### src/rtl/dlx_mem_pkg.sv
// Purpose: shared types, default sizes and the byte-lane merge helper for the DLX data RAM.
// Latency: n/a (declarations only).
// Backpressure: n/a.
package dlx_mem_pkg;

    typedef enum logic {
        ST_CLEAR,
        ST_IDLE
    } clr_state_e;

    localparam int DLX_DATA_W = 32;
    localparam int DLX_DEPTH  = 64;

    // The merge helper works on the widest supported word; callers zero-extend
    // their operands and truncate the result to their own DATA_W.
    localparam int MAX_DATA_W = 256;
    localparam int MAX_BE_W   = MAX_DATA_W / 8;

    // Lane k of the result comes from new_w when be[k] is set, else from old_w.
    function automatic logic [MAX_DATA_W-1:0] merge_bytes(
        input logic [MAX_DATA_W-1:0] old_w,
        input logic [MAX_DATA_W-1:0] new_w,
        input logic [MAX_BE_W-1:0]   be
    );
        logic [MAX_DATA_W-1:0] res;
        res = old_w;
        for (int k = 0; k < MAX_BE_W; k++) begin
            if (be[k]) begin
                res[8*k +: 8] = new_w[8*k +: 8];
            end
        end
        return res;
    endfunction

endpackage

### src/rtl/dlx_ram_clear_seq.sv
// Purpose: post-reset clear sequencer for the DLX data RAM (CLEAR/IDLE FSM + word counter).
// Latency: DEPTH cycles of clear after reset release, then permanently idle until next reset.
// Backpressure: busy stays high for the whole clear; the parent refuses requests meanwhile.
//
// Ports: clk_i/reset (sync, active-high); busy = clear in progress;
//        clr_we/clr_idx = zero-write strobe and word index for the array.
module dlx_ram_clear_seq
    import dlx_mem_pkg::*;
#(
    parameter int DEPTH          = DLX_DEPTH,
    parameter int IDX_W          = $clog2(DEPTH),
    parameter int CLEAR_ON_RESET = 1
) (
    input  logic             clk_i,
    input  logic             reset,
    output logic             busy,
    output logic             clr_we,
    output logic [IDX_W-1:0] clr_idx
);

    clr_state_e       state, state_nxt;
    logic [IDX_W-1:0] cnt, cnt_nxt;

    always_ff @(posedge clk_i) begin
        if (reset) begin
            state <= (CLEAR_ON_RESET != 0) ? ST_CLEAR : ST_IDLE;
            cnt   <= '0;
        end else begin
            state <= state_nxt;
            cnt   <= cnt_nxt;
        end
    end

    always_comb begin
        state_nxt = state;
        cnt_nxt   = cnt;
        busy      = 1'b0;
        clr_we    = 1'b0;
        case (state)
            ST_CLEAR: begin
                busy    = 1'b1;
                clr_we  = 1'b1;
                cnt_nxt = cnt + IDX_W'(1);
                // Last word is zeroed this cycle; IDLE (busy low) starts next cycle.
                if (cnt == IDX_W'(DEPTH - 1)) begin
                    state_nxt = ST_IDLE;
                    cnt_nxt   = '0;
                end
            end
            default: begin
                state_nxt = ST_IDLE;
            end
        endcase
    end

    assign clr_idx = cnt;

endmodule

### src/rtl/dlx_data_ram.sv
// Purpose: word-addressed DLX data memory with req/ack handshake, byte enables and debug taps.
// Latency: ack_o/data_o/debug ports one cycle after an accepted request; one access per cycle.
// Backpressure: requests are dropped (no ack) while busy_o is high during the post-reset clear.
//
// Ports: clk_i, reset (sync, active-high); req_i/we_i/be_i/adr_i/data_i = request;
//        data_o/ack_o/err_o = response; busy_o = clear running;
//        mem_addr_in_use/_value = address of last accepted request and its pre-write word.
// Build option: define DLX_DATA_RAM_RANGE_CHECK_EN to flag addresses >= DEPTH with err_o
// (write suppressed, data_o=0); without it the address wraps modulo DEPTH and err_o is 0.
module dlx_data_ram
    import dlx_mem_pkg::*;
#(
    parameter int DATA_W         = DLX_DATA_W,
    parameter int ADDR_W         = 32,
    parameter int DEPTH          = DLX_DEPTH,
    parameter int CLEAR_ON_RESET = 1
) (
    input  logic                clk_i,
    input  logic                reset,
    input  logic                req_i,
    input  logic                we_i,
    input  logic [DATA_W/8-1:0] be_i,
    input  logic [ADDR_W-1:0]   adr_i,
    input  logic [DATA_W-1:0]   data_i,
    output logic [DATA_W-1:0]   data_o,
    output logic                ack_o,
    output logic                busy_o,
    output logic                err_o,
    output logic [ADDR_W-1:0]   mem_addr_in_use,
    output logic [DATA_W-1:0]   mem_addr_in_use_value
);

    localparam int IDX_W = $clog2(DEPTH);

    logic [DATA_W-1:0] mem [DEPTH];

    logic              busy;
    logic              clr_we;
    logic [IDX_W-1:0]  clr_idx;
    logic [IDX_W-1:0]  idx;
    logic              accept;
    logic              oor;
    logic              wr_en;
    logic [DATA_W-1:0] old_word;
    logic [DATA_W-1:0] wr_word;

    dlx_ram_clear_seq #(
        .DEPTH          (DEPTH),
        .IDX_W          (IDX_W),
        .CLEAR_ON_RESET (CLEAR_ON_RESET)
    ) u_clear_seq (
        .clk_i   (clk_i),
        .reset   (reset),
        .busy    (busy),
        .clr_we  (clr_we),
        .clr_idx (clr_idx)
    );

    assign busy_o = busy;

    // A request coinciding with reset is not taken: it would otherwise write the
    // array without ever being acknowledged.
    assign accept = req_i & ~busy & ~reset;
    assign idx    = adr_i[IDX_W-1:0];

`ifdef DLX_DATA_RAM_RANGE_CHECK_EN
    assign oor = |(adr_i >> IDX_W);
`else
    assign oor = 1'b0;
`endif

    assign old_word = mem[idx];
    assign wr_en    = accept & we_i & ~oor;
    assign wr_word  = DATA_W'(merge_bytes(MAX_DATA_W'(old_word), MAX_DATA_W'(data_i),
                                          MAX_BE_W'(be_i)));

    // Array has no reset; its contents are defined only by the clear sequence.
    // Clear and access writes are exclusive because accept requires !busy.
    always_ff @(posedge clk_i) begin
        if (clr_we) begin
            mem[clr_idx] <= '0;
        end else if (wr_en) begin
            mem[idx] <= wr_word;
        end
    end

    always_ff @(posedge clk_i) begin
        if (reset) begin
            data_o                <= '0;
            ack_o                 <= 1'b0;
            err_o                 <= 1'b0;
            mem_addr_in_use       <= '0;
            mem_addr_in_use_value <= '0;
        end else begin
            ack_o <= accept;
            err_o <= accept & oor;
            if (accept) begin
                // Read-before-write: the response always carries the word as it was.
                data_o                <= oor ? '0 : old_word;
                mem_addr_in_use       <= adr_i;
                mem_addr_in_use_value <= oor ? '0 : old_word;
            end
        end
    end

endmodule

### config.mk
export PLATFORM = sky130hd
export DESIGN_NAME = dlx_data_ram
export DESIGN_NICKNAME = d
export VERILOG_FILES = /design/src/rtl/dlx_mem_pkg.sv /design/src/rtl/dlx_ram_clear_seq.sv /design/src/rtl/dlx_data_ram.sv
export SDC_FILE = /design/constraint.sdc
export NUM_CORES = 2
export LEC_CHECK = 0
export CORE_ASPECT_RATIO = 0.8
export CORE_MARGIN = 2
export CORE_UTILIZATION = 30
export CTS_CLUSTER_DIAMETER = 200
export DETAILED_ROUTE_END_ITERATION = 16
export RECOVER_POWER = 50
export SLEW_MARGIN = 0
export SYNTH_ARGS = -nofsm -noshare
export SYNTH_HDL_FRONTEND = slang
export SYNTH_SLANG_ARGS = --single-unit
### constraint.sdc
create_clock -name clk_i -period 7.4 [get_ports clk_i]
set_input_delay 1.11 -clock clk_i [delete_from_list [all_inputs] [get_ports clk_i]]
set_output_delay 1.11 -clock clk_i [all_outputs]
set_load 0.03 [all_outputs]
* After elaboration in Yosys (flattened, before gate mapping)
Memories as Yosys holds them, arrays and structs flattened.
Index checks and enable logic that the tools add are counted.
** Cells by class
- Multiplexer cells :: 14
- Bitwise gates (word level) :: 4
- Add/subtract/negate cells :: 1
- Reductions and logical operators :: 1
- Equal/unequal tests :: 1
** Operator list (count)
- 32-bit 2-to-1 mux :: 1
- 8-bit 2-to-1 mux :: 4
- 32-bit OR reduction :: 1
- 6-bit 2-to-1 mux :: 2
- 1-bit 2-to-1 mux :: 7
- 6-bit by 1-bit adder with 6-bit output, second input constant :: 1
- 6-bit == test, second input constant :: 1
- 1-bit bitwise AND :: 3
- 1-bit inverter :: 1
** Word-level totals
- RAM bits :: 2048
- Memories :: 1
- Register bits :: 72
- Word-level logic and storage cells :: 27
- Input port bits :: 72
- Output and inout port bits :: 99
** Memories
- mem :: depth 64, bits a word 32, rd ports 1, clocked after Yosys merged registers in 0, wr ports 1, line dlx_data_ram.sv:35 : logic [DATA_W-1:0] mem [DEPTH];

* Depth between registers and ports, before layout
- Depth after elaboration :: 8
- Mapped depth :: 10
- Depth with buffers taken out :: 8

* Modules after synthesis
Synthesis repeated with hierarchy kept, for this count alone.
** Second synthesis, totals
- Cell total of the unflattened synthesis :: 4470
- Area, all modules :: 82870.7 sq um
** Modules (own cells, without submodules)
- dlx_data_ram :: cells each 4432, area each 82526.6 sq um, times used 1
- dlx_ram_clear_seq :: cells each 38, area each 344.1 sq um, times used 1

* Worst setup path after synthesis
OpenSTA, ideal clock, no wires.
- Path type :: input to register
- Start :: input adr_i[1]
- End :: memory mem[0][22] in the netlist's numbering, data pin
- Arrival :: 5.056 ns
- Setup slack :: 1.626 ns
- Stages :: 9
- Path buffers :: 3
- Cell sequence :: buf_6 or3b_1 clkbuf_1 buf_2 o22ai_1 nor2_1 and3_1 a31o_2 o31ai_1
** On the way
- Word-level cells in the longest chain between the ends :: 3
** RTL lines
- start, declared :: line dlx_data_ram.sv:23 : input logic [ADDR_W-1:0] adr_i,
- memory 64 x 32 bit
- 8-bit 2-to-1 mux :: line dlx_mem_pkg.sv:28 : if (be[k]) begin
- 32-bit 2-to-1 mux (no source line)
- end, declared :: line dlx_data_ram.sv:35
Every way passes these cells.

* Final worst setup path
- Start :: input reset
- End :: memory mem[35][6] in the netlist's numbering, enable pin
** On the way
- Word-level cells in the longest chain between the ends :: 8
** RTL lines
- start, declared :: line dlx_data_ram.sv:19 : input logic reset,
- 1-bit inverter * :: line dlx_data_ram.sv:63 : assign accept = req_i & ~busy & ~reset;
- 1-bit bitwise AND * :: line dlx_data_ram.sv:63
- 1-bit bitwise AND * :: line dlx_data_ram.sv:73 : assign wr_en = accept & we_i & ~oor;
- 1-bit 2-to-1 mux * :: line dlx_data_ram.sv:82 : end else if (wr_en) begin
- 1-bit 2-to-1 mux * :: line dlx_data_ram.sv:80 : if (clr_we) begin
- 1-bit 2-to-1 mux (not written as such) * :: line dlx_data_ram.sv:83 : mem[idx] <= wr_word;
- 32-bit OR reduction (no source line)
- 6-bit 2-to-1 mux (no source line) or 1-bit 2-to-1 mux (tied branches)
Mark *: on every way between the ends. The rest lies on a longest branch, timed or not.

==> flow_summary_export.csv <==
group,metric,value,unit
global_routing,grt_pass1_vias,44200,
floorplan,coreArea,274000,sq um
floorplan,boundaryPins,171,
critical_path,r2r_end,"mem[35][6]",
cts,cts_tree,"yes",
placement,place.gp.congestion,0.847,
cts,root_buffer,"clkbuf_16",
timing,tightest_slew,3.88,ns
floorplan,die_w,591,um
critical_path,critPathMaxFanout,49,
timing,whs,0.454,ns
global_routing,gr-total-overflow,0,
timing,relSlewSlack,-159,%
global_routing,grt_antenna_before_repair,8,
cells_and_area,drive_above_1_share,12.7,%
cts,post_cts_resized,0,
yosys,synth-edff-count,2048,
critical_path,worstSetupPathType,"input port to flip-flop",
timing,finClkSkew,0.0717,ns
cells_and_area,syn_to_final_growth,16.1,%
min_path,hp-start,"mem_addr_in_use[3]",
cts,clkTransAtPathRegs,0.06,ns
pwr,p_leak,35.8,nW
cts,numCtsBuffers,199,
yosys,syn_area,82600,sq um
pwr,power_density,253,nW/um^2
drt,wl,241,mm
yosys,ys.flop_type,"edfxtp_1",
floorplan,die_h,473,um
drt,ant_nets,0,
timing,rsz0062_at_grt,"false",
critical_path,cp-end-kind,"flip-flop",
global_routing,grt_pass1_wl,336,mm
yosys,synth_cell_type_count,61,
floorplan,die-area,279000,sq um
critical_path,regToRegSetupSlack,1.22,ns
cts,clkLatencyLatePin,0.84,ns
floorplan,start_util,30.1,%
yosys,ys_ff_latch,2120,
cts,cts_setup_buffers,0,
yosys,synth_nets,4789,
cts,clock_path_buffers,4,
drt,via_count,45900,
cts,postCtsHoldBufs,0,
yosys,yosysSeqAreaShare,76.2,%
drt,first_iter_violations,6150,
cts,clock-sinks,2120,
yosys,synth_cells,4716,
critical_path,cp.required,7.85,ns
placement,port_buffers,169,
timing,final.setup.tns,0,ns
cts,htree_levels,4,
drt,drtPass1Iterations,7,
floorplan,row_count,172,
min_path,hp-class,"flip-flop to flip-flop",
cells_and_area,fin_nets,5030,
global_routing,grt_usage,16.7,%
timing,drv_slew,483,
drt,drcViolationCount,0,
critical_path,r2r_cells,8,
timing,fin_crit,6.55,ns
yosys,yosys_warnings,0,
global_routing,grt_max_degree,107,
timing,finalSetupViolCount,0,
critical_path,r2r_start,"u_clear_seq.state",
pwr,vdd_drop_max,0.000175,V
yosys,syn_area_per_cell,17.5,sq um
outcome,outcome,"finished with violations",
drt,wl_per_cell,27.5,um
timing,hold_viol_final,0,
yosys,async_flop_share,0,%
min_path,hold_path_end,"mem_addr_in_use[3]",
placement,hpwl,141,mm
critical_path,worstPathArrival,7.00,ns
outcome,failed_checks,"capacitance limit, slew limit",
pwr,p_total,24.3,mW
min_path,whs_path_depth,2,
critical_path,start_kind,"input port",
timing,finalCritPeriodShare,88.6,%
drt,via_per_inst,5.24,
run,max-cap-violations,17,
timing,timing.fmax,0.153,GHz
[synthesized netlist by cell type (7+ instances only)]
cell type,count,area share (%)
a22oi_1,172,1.6
buf_2,98,0.59
a21oi_1,49,0.30
nand2b_1,12,0.091
and2_1,7,0.053
dfxtp_1,72,1.7
o22ai_1,160,1.2
nand3b_1,7,0.064
o31ai_1,17,0.15
o21ai_1,49,0.30
buf_1,15,0.068
nor2b_1,14,0.11
clkbuf_1,94,0.43
mux2i_1,859,10
o21ai_0,66,0.40
nand2_1,226,1.0
buf_6,9,0.12
nor3_1,27,0.16
mux2_2,13,0.18
mux4_2,78,2.1
nand4_1,68,0.52
edfxtp_1,2048,74
nor4_1,24,0.18
buf_4,88,0.80
nand3_1,181,1.1
nor2_1,185,0.84
[state kept, by name (all words and copies together), names as in the netlist]
signal and flops:
ack_o 1, mem_addr_in_use_value 32, u_clear_seq.state 1, u_clear_seq.clr_idx 6, mem 2048, mem_addr_in_use 32
[report_power, final]
group | internal [mW] | leakage, nW | switching [mW] | total [mW]
logic | 0.314 | 9.29 | 0.658 | 0.973
clock network | 5.83 | 3.10 | 4.45 | 10.3
registers | 13.0 | 23.4 | 0.0165 | 13.0
[kinds of logic after synthesis]
family / after synthesis / share of synthesized area [%]
compound gates: 552 / 4.32
xor+xnor: 2 / 0.0212
fa+ha+maj: 1 / 0.0152
buf+inv: 314 / 2.16
flops: 2120 / 76.2
mux: 956 / 12.9
other cells: 1 / 0.00454
simple gates: 770 / 4.35
[metrics by stage]
stage	instances	worst slack, ns	cell area (sq um)	util, %
floorplan	4716	1.63	82600	-
global placement	8405	0.607	89500	32.6
detailed placement	8406	0.580	89500	32.7
CTS	8760	1.45	95900	35.0
global route	8765	0.693	95800	34.9
finish	8770	0.847	95800	35.0
[how the worst max path moves through the flow]
stage,to,slack (ns),cells after the start,from
floorplan,mem[0][22],1.63,9,adr_i[1]
global placement,mem[60][9],0.61,9,reset
CTS,mem[60][10],1.45,9,reset
global route,mem[40][5],0.69,9,reset
detailed placement,mem[60][9],0.58,9,reset
finish,mem[35][6],0.85,10,reset
[cell type report]
| type | count | area (sq um) |
|---|---|---|
| Timing Repair Buffer | 350 | 3150 |
| Antenna cell | 6 | 15.0 |
| Tap cell | 3654 | 4570 |
| Clock buffer | 249 | 5240 |
| Sequential cell | 2120 | 62900 |
| Clock inverter | 105 | 1180 |
| Fill cell | 25700 | 178000 |
| Inverter | 4 | 16.3 |
| Multi-Input combinational cell | 2282 | 18700 |
[placed cells by master, fill, tap and decap left out, types with 11 or more instances in the layout]
master	synthesis	routed
a21oi_1	49	49
nor2_4	0	59
o22ai_1	160	160
dfxtp_1	72	72
edfxtp_1	2048	2048
mux2i_1	859	859
mux2_2	13	13
o21ai_0	66	77
nor3_1	27	27
clkinv_1	0	32
clkbuf_1	94	61
bufinv_16	0	23
nor2b_1	14	11
o21ai_1	49	17
nand2_1	226	226
o21ai_4	0	18
clkdlybuf4s50_1	0	64
clkbuf_2	1	11
buf_4	88	140
clkbuf_16	0	200
nand3_1	181	180
buf_12	5	14
nand2b_1	12	11
dlygate4sd3_1	0	99
mux4_2	78	78
clkinv_2	0	27
a22oi_1	172	172
nor4_1	24	24
nand4_1	68	68
nor2_1	185	124
[layer usage]
layer / global-route usage, % / vias to the layer above / share of wire, %
li1: - / 19200 / -
met1: 24.1 / 23900 / 43
met2: 25.3 / 2374 / 44
met3: 3.50 / 387 / 9.4
met4: 4.82 / 6 / 3.0
met5: 0 / - / 0.13
[critical path, cell delays in order]
cell           delay [ns]
dlygate4sd3_1        0.71
clkinv_2             0.24
nand3_4              0.44
inv_1                1.03
nand2_1              0.73
mux2i_1              0.52
o21ai_0              0.19
clkbuf_1             0.48
nor2_4               0.68
clkbuf_2             0.77
Note: power is estimated with default switching activity, not from simulation.
